<file path="src/rtl/ofcu_ctrl_if.sv">
// ofcu_ctrl_if: command, byte-stream and SRAM bus bundle for the page copy controller.
// The master side is the host/SRAM environment; the slave side is the controller.
interface ofcu_ctrl_if;
    logic        cmd_valid;
    logic        cmd_ready;
    logic        cmd_write;
    logic [5:0]  cmd_page;
    logic        abort;
    logic [7:0]  byte_in;
    logic        byte_in_valid;
    logic        byte_in_ready;
    logic [7:0]  byte_out;
    logic        byte_out_valid;
    logic        byte_out_ready;
    logic [16:0] sram_addr;
    logic [15:0] sram_wdata;
    logic        sram_we;
    logic        sram_re;
    logic [15:0] sram_rdata;
    logic        busy;
    logic        done;
    modport master (
        output cmd_valid, cmd_write, cmd_page, abort, byte_in, byte_in_valid, byte_out_ready, sram_rdata,
        input  cmd_ready, byte_in_ready, byte_out, byte_out_valid, sram_addr, sram_wdata, sram_we, sram_re,
               busy, done
    );
    modport slave (
        input  cmd_valid, cmd_write, cmd_page, abort, byte_in, byte_in_valid, byte_out_ready, sram_rdata,
        output cmd_ready, byte_in_ready, byte_out, byte_out_valid, sram_addr, sram_wdata, sram_we, sram_re,
               busy, done
    );
endinterface

</file>
<file path="src/rtl/ofcu_ctrl.sv">
// ofcu_ctrl: moves one page between a byte stream and a 16-bit off-chip SRAM, big-endian byte order.
module ofcu_ctrl #(
    parameter int PAGE_WORDS = 528
) (
    input logic       clk2,
    input logic       NReset,
    ofcu_ctrl_if.slave bus
);
    typedef enum logic [3:0] {IDLE, ST_HI, ST_LO, ST_WR, FE_RD, FE_CAP, FE_HI, FE_LO, DONE} state_t;
    localparam logic [9:0] LAST = 10'(PAGE_WORDS - 1);
    state_t      state, state_n;
    logic [9:0]  word_idx;
    logic [16:0] base;
    logic [15:0] wdata, rbuf;
    logic        last, in_hs, out_hs, accept, kill;
    assign last   = word_idx == LAST;
    assign in_hs  = bus.byte_in_valid && bus.byte_in_ready;
    assign out_hs = bus.byte_out_valid && bus.byte_out_ready;
    assign accept = state == IDLE && bus.cmd_valid;
    assign kill   = bus.abort && state != IDLE;
    assign bus.cmd_ready      = state == IDLE;
    assign bus.busy           = state != IDLE;
    assign bus.done           = state == DONE;
    assign bus.sram_we        = state == ST_WR;
    assign bus.sram_re        = state == FE_RD;
    assign bus.byte_in_ready  = state == ST_HI || state == ST_LO;
    assign bus.byte_out_valid = state == FE_HI || state == FE_LO;
    assign bus.byte_out       = state == FE_HI ? rbuf[15:8] : rbuf[7:0];
    assign bus.sram_addr      = base + {7'd0, word_idx};
    assign bus.sram_wdata     = wdata;
    always_comb begin
        state_n = state;
        case (state)
            IDLE:    if (bus.cmd_valid) state_n = bus.cmd_write ? ST_HI : FE_RD;
            ST_HI:   if (in_hs) state_n = ST_LO;
            ST_LO:   if (in_hs) state_n = ST_WR;
            ST_WR:   state_n = last ? DONE : ST_HI;
            FE_RD:   state_n = FE_CAP;
            FE_CAP:  state_n = FE_HI;
            FE_HI:   if (out_hs) state_n = FE_LO;
            FE_LO:   if (out_hs) state_n = last ? DONE : FE_RD;
            DONE:    state_n = IDLE;
            default: state_n = IDLE;
        endcase
        if (kill) state_n = IDLE;
    end
    always_ff @(posedge clk2 or negedge NReset) begin
        if (!NReset) begin
            state    <= IDLE;
            word_idx <= '0;
            base     <= '0;
            wdata    <= '0;
            rbuf     <= '0;
        end else begin
            state <= state_n;
            if (accept) begin
                base     <= 17'(bus.cmd_page) * 17'(PAGE_WORDS);
                word_idx <= '0;
            end
            // abort wins: a half-captured word or pending read is simply dropped
            if (!kill) begin
                if (state == ST_HI && in_hs) wdata[15:8] <= bus.byte_in;
                if (state == ST_LO && in_hs) wdata[7:0] <= bus.byte_in;
                if (state == FE_CAP) rbuf <= bus.sram_rdata;
                if (!last && (state == ST_WR || (state == FE_LO && out_hs))) word_idx <= word_idx + 10'd1;
            end
        end
    end
endmodule

</file>
<file path="src/flat_wrapper.sv">
// flat-port wrapper written by rule: the top's interface ports become plain ports
module ofcu_ctrl_flat 
#(
    parameter int PAGE_WORDS = 528
)
  (clk2, NReset, bus_cmd_valid, bus_cmd_write, bus_cmd_page, bus_abort, bus_byte_in, bus_byte_in_valid, bus_byte_out_ready, bus_sram_rdata, bus_cmd_ready, bus_byte_in_ready, bus_byte_out, bus_byte_out_valid, bus_sram_addr, bus_sram_wdata, bus_sram_we, bus_sram_re, bus_busy, bus_done);
  ofcu_ctrl_if bus_i ();
  input logic clk2;
  input logic NReset;
  input wire logic [$bits(bus_i.cmd_valid)-1:0] bus_cmd_valid;
  input wire logic [$bits(bus_i.cmd_write)-1:0] bus_cmd_write;
  input wire logic [$bits(bus_i.cmd_page)-1:0] bus_cmd_page;
  input wire logic [$bits(bus_i.abort)-1:0] bus_abort;
  input wire logic [$bits(bus_i.byte_in)-1:0] bus_byte_in;
  input wire logic [$bits(bus_i.byte_in_valid)-1:0] bus_byte_in_valid;
  input wire logic [$bits(bus_i.byte_out_ready)-1:0] bus_byte_out_ready;
  input wire logic [$bits(bus_i.sram_rdata)-1:0] bus_sram_rdata;
  output wire logic [$bits(bus_i.cmd_ready)-1:0] bus_cmd_ready;
  output wire logic [$bits(bus_i.byte_in_ready)-1:0] bus_byte_in_ready;
  output wire logic [$bits(bus_i.byte_out)-1:0] bus_byte_out;
  output wire logic [$bits(bus_i.byte_out_valid)-1:0] bus_byte_out_valid;
  output wire logic [$bits(bus_i.sram_addr)-1:0] bus_sram_addr;
  output wire logic [$bits(bus_i.sram_wdata)-1:0] bus_sram_wdata;
  output wire logic [$bits(bus_i.sram_we)-1:0] bus_sram_we;
  output wire logic [$bits(bus_i.sram_re)-1:0] bus_sram_re;
  output wire logic [$bits(bus_i.busy)-1:0] bus_busy;
  output wire logic [$bits(bus_i.done)-1:0] bus_done;
  assign bus_i.cmd_valid = bus_cmd_valid;
  assign bus_i.cmd_write = bus_cmd_write;
  assign bus_i.cmd_page = bus_cmd_page;
  assign bus_i.abort = bus_abort;
  assign bus_i.byte_in = bus_byte_in;
  assign bus_i.byte_in_valid = bus_byte_in_valid;
  assign bus_i.byte_out_ready = bus_byte_out_ready;
  assign bus_i.sram_rdata = bus_sram_rdata;
  assign bus_cmd_ready = bus_i.cmd_ready;
  assign bus_byte_in_ready = bus_i.byte_in_ready;
  assign bus_byte_out = bus_i.byte_out;
  assign bus_byte_out_valid = bus_i.byte_out_valid;
  assign bus_sram_addr = bus_i.sram_addr;
  assign bus_sram_wdata = bus_i.sram_wdata;
  assign bus_sram_we = bus_i.sram_we;
  assign bus_sram_re = bus_i.sram_re;
  assign bus_busy = bus_i.busy;
  assign bus_done = bus_i.done;
  ofcu_ctrl #(.PAGE_WORDS(PAGE_WORDS)) u_core (.clk2(clk2), .NReset(NReset), .bus(bus_i));
endmodule
</file>
<file path="config.mk">
export PLATFORM = sky130hd
export DESIGN_NAME = ofcu_ctrl_flat
export DESIGN_NICKNAME = d
export VERILOG_FILES = /design/src/rtl/ofcu_ctrl_if.sv /design/src/rtl/ofcu_ctrl.sv /design/src/flat_wrapper.sv
export SDC_FILE = /design/constraint.sdc
export NUM_CORES = 1
export LEC_CHECK = 0
export BUFFER_PORTS_ARGS = -buffer_cell sky130_fd_sc_hd__buf_2
export CAP_MARGIN = 10
export CORE_ASPECT_RATIO = 1.1
export CORE_MARGIN = 3
export CORE_UTILIZATION = 25
export DETAILED_ROUTE_END_ITERATION = 6
export MAX_ROUTING_LAYER = met4
export PLACE_DENSITY = 0.51
export SYNTH_ARGS = -nofsm -noshare
export SYNTH_HDL_FRONTEND = slang
export SYNTH_SLANG_ARGS = --single-unit
</file>
<file path="constraint.sdc">
create_clock -name clk2 -period 2.1 [get_ports clk2]
set_input_delay 0.42 -clock clk2 [delete_from_list [all_inputs] [get_ports clk2]]
set_output_delay 0.42 -clock clk2 [all_outputs]
set_load 0.005 [all_outputs]
</file>
# Word-level counts from Yosys, hierarchy flattened
# Index checks and enable logic that the tools add are counted.
[op_classes]
n_addsub = 2
multipliers = 1
eq_ne = 14
mux = 14
bitwise = 1
reduce_logical = 18
[ops]
columns = ["operator", "n"]
rows = [
  ["4-bit two-way mux", 8],
  ["4-bit case mux with 8 select lines", 1],
  ["10-bit two-way mux", 3],
  ["16-bit by 10-bit adder with 17-bit output", 1],
  ["4-bit by 3-bit equality test with 1-bit output, second input constant", 4],
  ["6-bit by 6-bit multiplier with 12-bit output, second input constant", 1],
  ["3-bit by 1-bit inequality test with 1-bit output, second input constant", 4],
  ["10-bit by 1-bit adder with 10-bit output, second input constant", 1],
  ["10-bit equality test, second input constant", 1],
  ["4-bit by 2-bit equality test with 1-bit output, second input constant", 2],
  ["1-bit logical AND", 8],
  ["8-bit two-way mux", 1],
  ["2-bit AND reduction", 3],
  ["5-bit AND reduction", 1],
  ["4-bit by 1-bit equality test with 1-bit output, second input constant", 1],
  ["4-bit equality test, second input constant", 1],
  ["4-bit logical NOT", 1],
  ["4-bit nonzero test", 1],
  ["1-bit logical OR", 3],
  ["3-bit two-way mux", 1],
  ["3-bit by 2-bit inequality test with 1-bit output, second input constant", 1],
  ["1-bit logical NOT", 1],
  ["1-bit inverter", 1],
]
[word_totals]
reg_bits = 58
inputBits = 37
out_inout_bits = 48
word_cells = 56

# Logic depth before layout (Yosys ltp)
[logic_depth]
ltp_word = 8
mapped_depth = 7
mapped_depth_nobuf = 7

# Worst setup path before layout
# OpenSTA, ideal clock, no wires.
[synth_timing]
path_kind = "register to output"
from = "register u_core.word_idx[4]"
to = "output bus_sram_addr[16]"
arrival_ns = 1.682
t_required_ns = 1.680
slack_ns = -0.002
path_stages_with_launch = 8
path_buffers = 0
cell_sequence = "dfrtp_1 > ha_1 > inv_1 > fa_1 > nor2b_1 > o21a_1 > o21ai_0 > a211oi_1"
[synth_via]
elab_chain_cells = 1
[synth_rtl]
columns = ["element", "line", "rtl"]
rows = [
  ["from (decl)", "ofcu_ctrl.sv:12", "logic [9:0] word_idx;"],
  ["from (signal assigned)", "ofcu_ctrl.sv:65", "if (!last && (state == ST_WR || (state == FE_LO && out_hs))) word_idx <= word_idx + 10'd1;"],
  ["16-bit by 10-bit adder with 17-bit output", "ofcu_ctrl.sv:29", "assign bus.sram_addr = base + {7'd0, word_idx};"],
  ["to (decl)", "flat_wrapper.sv:22", "output wire logic [$bits(bus_i.sram_addr)-1:0] bus_sram_addr;"],
]
# No other way between the ends.

# Final worst setup path
[layout_timing]
from = "register u_core.base[4]"
to = "output bus_sram_addr[10]"
[layout_via]
elab_chain_cells = 1
[layout_rtl]
columns = ["element", "line", "rtl"]
rows = [
  ["from (decl)", "ofcu_ctrl.sv:13", "logic [16:0] base;"],
  ["from (signal assigned)", "ofcu_ctrl.sv:57", "base <= 17'(bus.cmd_page) * 17'(PAGE_WORDS);"],
  ["16-bit by 10-bit adder with 17-bit output", "ofcu_ctrl.sv:29", ""],
]
# No other way between the ends.

==> results_dict.tcl <==
set metrics [dict create \
    overflow 0 \
    die_area_um2 15000 \
    synth_seq_area_share 0.429 \
    p_int_mw 4.14 \
    clkSlewWorstSetupHoldPaths_ns 0.05 \
    finClkSkew_ns 0.00677 \
    r2r-start "u_core.word_idx[4]$_DFF_PN0_" \
    final-max-slew-violation-count 0 \
    fillers 1298 \
    setup_viol_count_final 11 \
    synth_area_per_cell_um2 10.5 \
    wl_um 9100 \
    regToRegSetupSlack_ns 0.15 \
    ys_types 57 \
    hpwl_um 6770 \
    vdd_drop_max_v 0.000537 \
    register_area_um2 1450 \
    p_seq_frac 0.308 \
    yosys.area.top_type "dfrtp_1" \
    power_frac_clock 0.299 \
    initial_core_util 0.262 \
    first_iter_violations 151 \
    rows 43 \
    root_buffer "clkbuf_16" \
    cap_violations 0 \
    synth_seq_cells 58 \
    start_kind "flop" \
    drc 0 \
    h-tree-depth 3 \
    max_slew_margin 0.662 \
    hp-class "input port to async pin" \
    synthTopCellsByArea "dfrtp_1, mux2_2, nand2_1" \
    synthesis.area_um2 3380 \
    ys.flop_type "dfrtp_1" \
    cp.arrival_ns 2.02 \
    die_h_um 128 \
    cts_tree "built" \
    p_leak_nw 2.21 \
    period_share 1.16 \
    grt_pass1_wl_um 15000 \
    clock.fmax_mhz 411 \
    drive_gt1_frac 0.482 \
    p_per_area_nw_per_um2 1280 \
    wl_per_cell_um 14.9 \
    yosysWarnings 0 \
    synthesis.nets 372 \
    clock_latency_ns 0.32 \
    multi_input_area_um2 1850 \
    outcome "complete, but fails checks" \
    cts_buffer_depth 2 \
    core-area_um2 12900 \
    ios 85 \
    netSwitchingFraction 0.317 \
    synth-edff-count 0 \
    grt_pass1_vias 3063 \
    drt_first_pass_iters 4 \
    async_flop_share 1.00 \
    grt_antenna_before_repair 0 \
    critPathRequiredTime_ns 1.68 \
    timing.hold.ws_ns 0.0857 \
    fin_crit_ns 2.44 \
    worstSetupPathType "flop to output port" \
    setup_tns_ns -2.93 \
    crit_fanout 5 \
    gp_congestion 0.851 \
    switchingPower_mw 1.92 \
    violations "setup timing" \
    p_comb_frac 0.393 \
    cts_buffers 9 \
    netlist_instances 323 \
    vias_per_cell 4.80 \
    hold_violations 0 \
    rsz0062_at_grt "true" \
    die_w_um 117 \
    worst-slew-pin-transition_ns 0.507 \
    finalWorstSetupSlack_ns -0.335 \
    ant_nets 0 \
    endpoint_kind "output port" \
    numClockSinks 58 \
    syn_to_final_growth_pct 39.7 \
    hold_buffers 0 \
    grt_max_degree 37 \
    nNetsFinal 498 \
    antenna_cells 0 \
    track_usage 0.129 \
    dr_total_vias 2932 \
    ff2ff_path_depth 6 \
    port_buffers 84 \
    regToRegEndpoint "u_core.state[2]$_DFFE_PN0P_" \
    post-synth-top-area-fraction 0.429 \
]
how the worst max path moves through the flow:
stage	start	end
after detailed placement	u_core.word_idx[4]$_DFF_PN0_	bus_sram_addr[16]
after floorplan	u_core.word_idx[4]$_DFF_PN0_	bus_sram_addr[16]
after global placement	u_core.word_idx[4]$_DFF_PN0_	bus_sram_addr[16]
final	u_core.base[4]$_DFFE_PN0P_	bus_sram_addr[10]
after global routing	u_core.word_idx[4]$_DFF_PN0_	bus_sram_addr[14]
after CTS	u_core.base[4]$_DFFE_PN0P_	bus_sram_addr[9]
what timing repair did:
action	CTS	global route
setup buffers	5	8
pin swaps	9	5
setup endpoints to repair	18	19
resized for setup	13	9
power by group through the flow:
stage | sequential (mW) | clock [mW] | combinational (mW)
floorplan | 1.78 | 0 | 1.39
global placement | 1.87 | 0 | 2.21
detailed placement | 1.89 | 0 | 2.23
CTS | 1.87 | 1.85 | 2.31
global route | 1.94 | 1.92 | 2.65
finish | 1.87 | 1.81 | 2.38
Yosys cell counts, types with 2 or more instances:
master and n:
nand4_2 2, xor2_1 2, buf_4 5, and2_1 2
nor3_1 8, dfrtp_1 58, nor3b_1 4, nor2b_1 3
nand3_1 10, a211o_1 2, o21a_1 5, o21ai_0 11
or2_2 2, buf_2 4, nand2b_1 4, o41ai_1 2
mux2_2 39, buf_6 3, a21oi_1 6, mux2i_1 3
inv_1 12, nor4_1 4, a211oi_1 8, o311ai_0 4
nor2_1 7, nand2_1 45, a21o_1 2, xnor2_1 2
ha_1 11, clkbuf_1 8, o211ai_1 12, or4_1 4
o31ai_1 5
flip-flops by register name, indices dropped and copies added (netlist names):
signal / flops
u_core.rbuf: 16
u_core.state: 4
u_core.bus.sram_wdata: 16
u_core.word_idx: 10
u_core.base: 12
area by class of cell:
class | count | share of cell area
multi-input combinational | 233 | 0.391
tap | 157 | 0.0416
timing repair buffer | 135 | 0.172
inverter | 12 | 0.00953
clock inverter | 5 | 0.0265
sequential | 58 | 0.308
clock buffer | 11 | 0.0514
critical path: stages, from the launching register on:
cell and delay, ns:
dfrtp_1 0.39, ha_4 0.16, inv_2 0.04, fa_2 0.33, nor2b_1 0.12, o21a_2 0.18
buf_4 0.13, o2111ai_1 0.11, o211ai_1 0.11, buf_2 0.13
stage by stage:
| stage | cell area (um2) | total power, mW | setup WS [ns] | std cells | util |
|---|---|---|---|---|---|
| 6_report | 4730 | 6.06 | -0.335 | 611 | 0.366 |
| 3_5_place_dp | 4170 | 4.12 | -0.120 | 582 | 0.323 |
| 3_3_place_gp | 4170 | 4.08 | -0.0636 | 582 | 0.323 |
| 2_1_floorplan | 3390 | 3.17 | 0.00452 | 323 | - |
| 5_1_grt | 4730 | 6.51 | -0.421 | 611 | 0.366 |
| 4_1_cts | 4610 | 6.03 | -0.344 | 603 | 0.357 |
cell families after synthesis:
family	count (synthesis)	synth area share
compound gates	66	0.146
xor+xnor	4	0.0104
fa+ha+maj	12	0.0466
buf+inv	32	0.0492
flops	58	0.429
mux	43	0.142
simple gates	108	0.177
per-layer routing:
metal,vias up,GRT usage,share of wire
li1,1445,-,-
met5,-,-,0
met4,0,0.0398,0.0079
met2,95,0.203,0.49
met1,1385,0.163,0.44
met3,7,0.0340,0.057
placed cells by master (no fill, tap or decap), types with 2 or more instances in the layout:
cell / instances
nand4_2: 2
o311ai_0: 4
mux2_2: 39
or2_2: 2
buf_4: 48
nor3_1: 8
nor4_1: 4
buf_6: 3
a211oi_1: 7
ha_1: 9
inv_1: 10
buf_2: 84
dfrtp_2: 2
dfrtp_1: 56
a21o_1: 2
a21oi_2: 2
inv_2: 2
o21a_1: 4
nand2_1: 44
or4_1: 4
clkbuf_16: 9
o211ai_1: 12
a211o_1: 2
nand3_1: 10
and2_1: 2
nand2b_1: 3
a21oi_1: 4
xor2_1: 2
bufinv_16: 4
nor3b_1: 4
mux2i_1: 3
o21ai_0: 10
nor2b_1: 3
nor2_1: 7
ha_4: 2
o31ai_1: 5
Note: power is estimated with default switching activity, not from simulation.
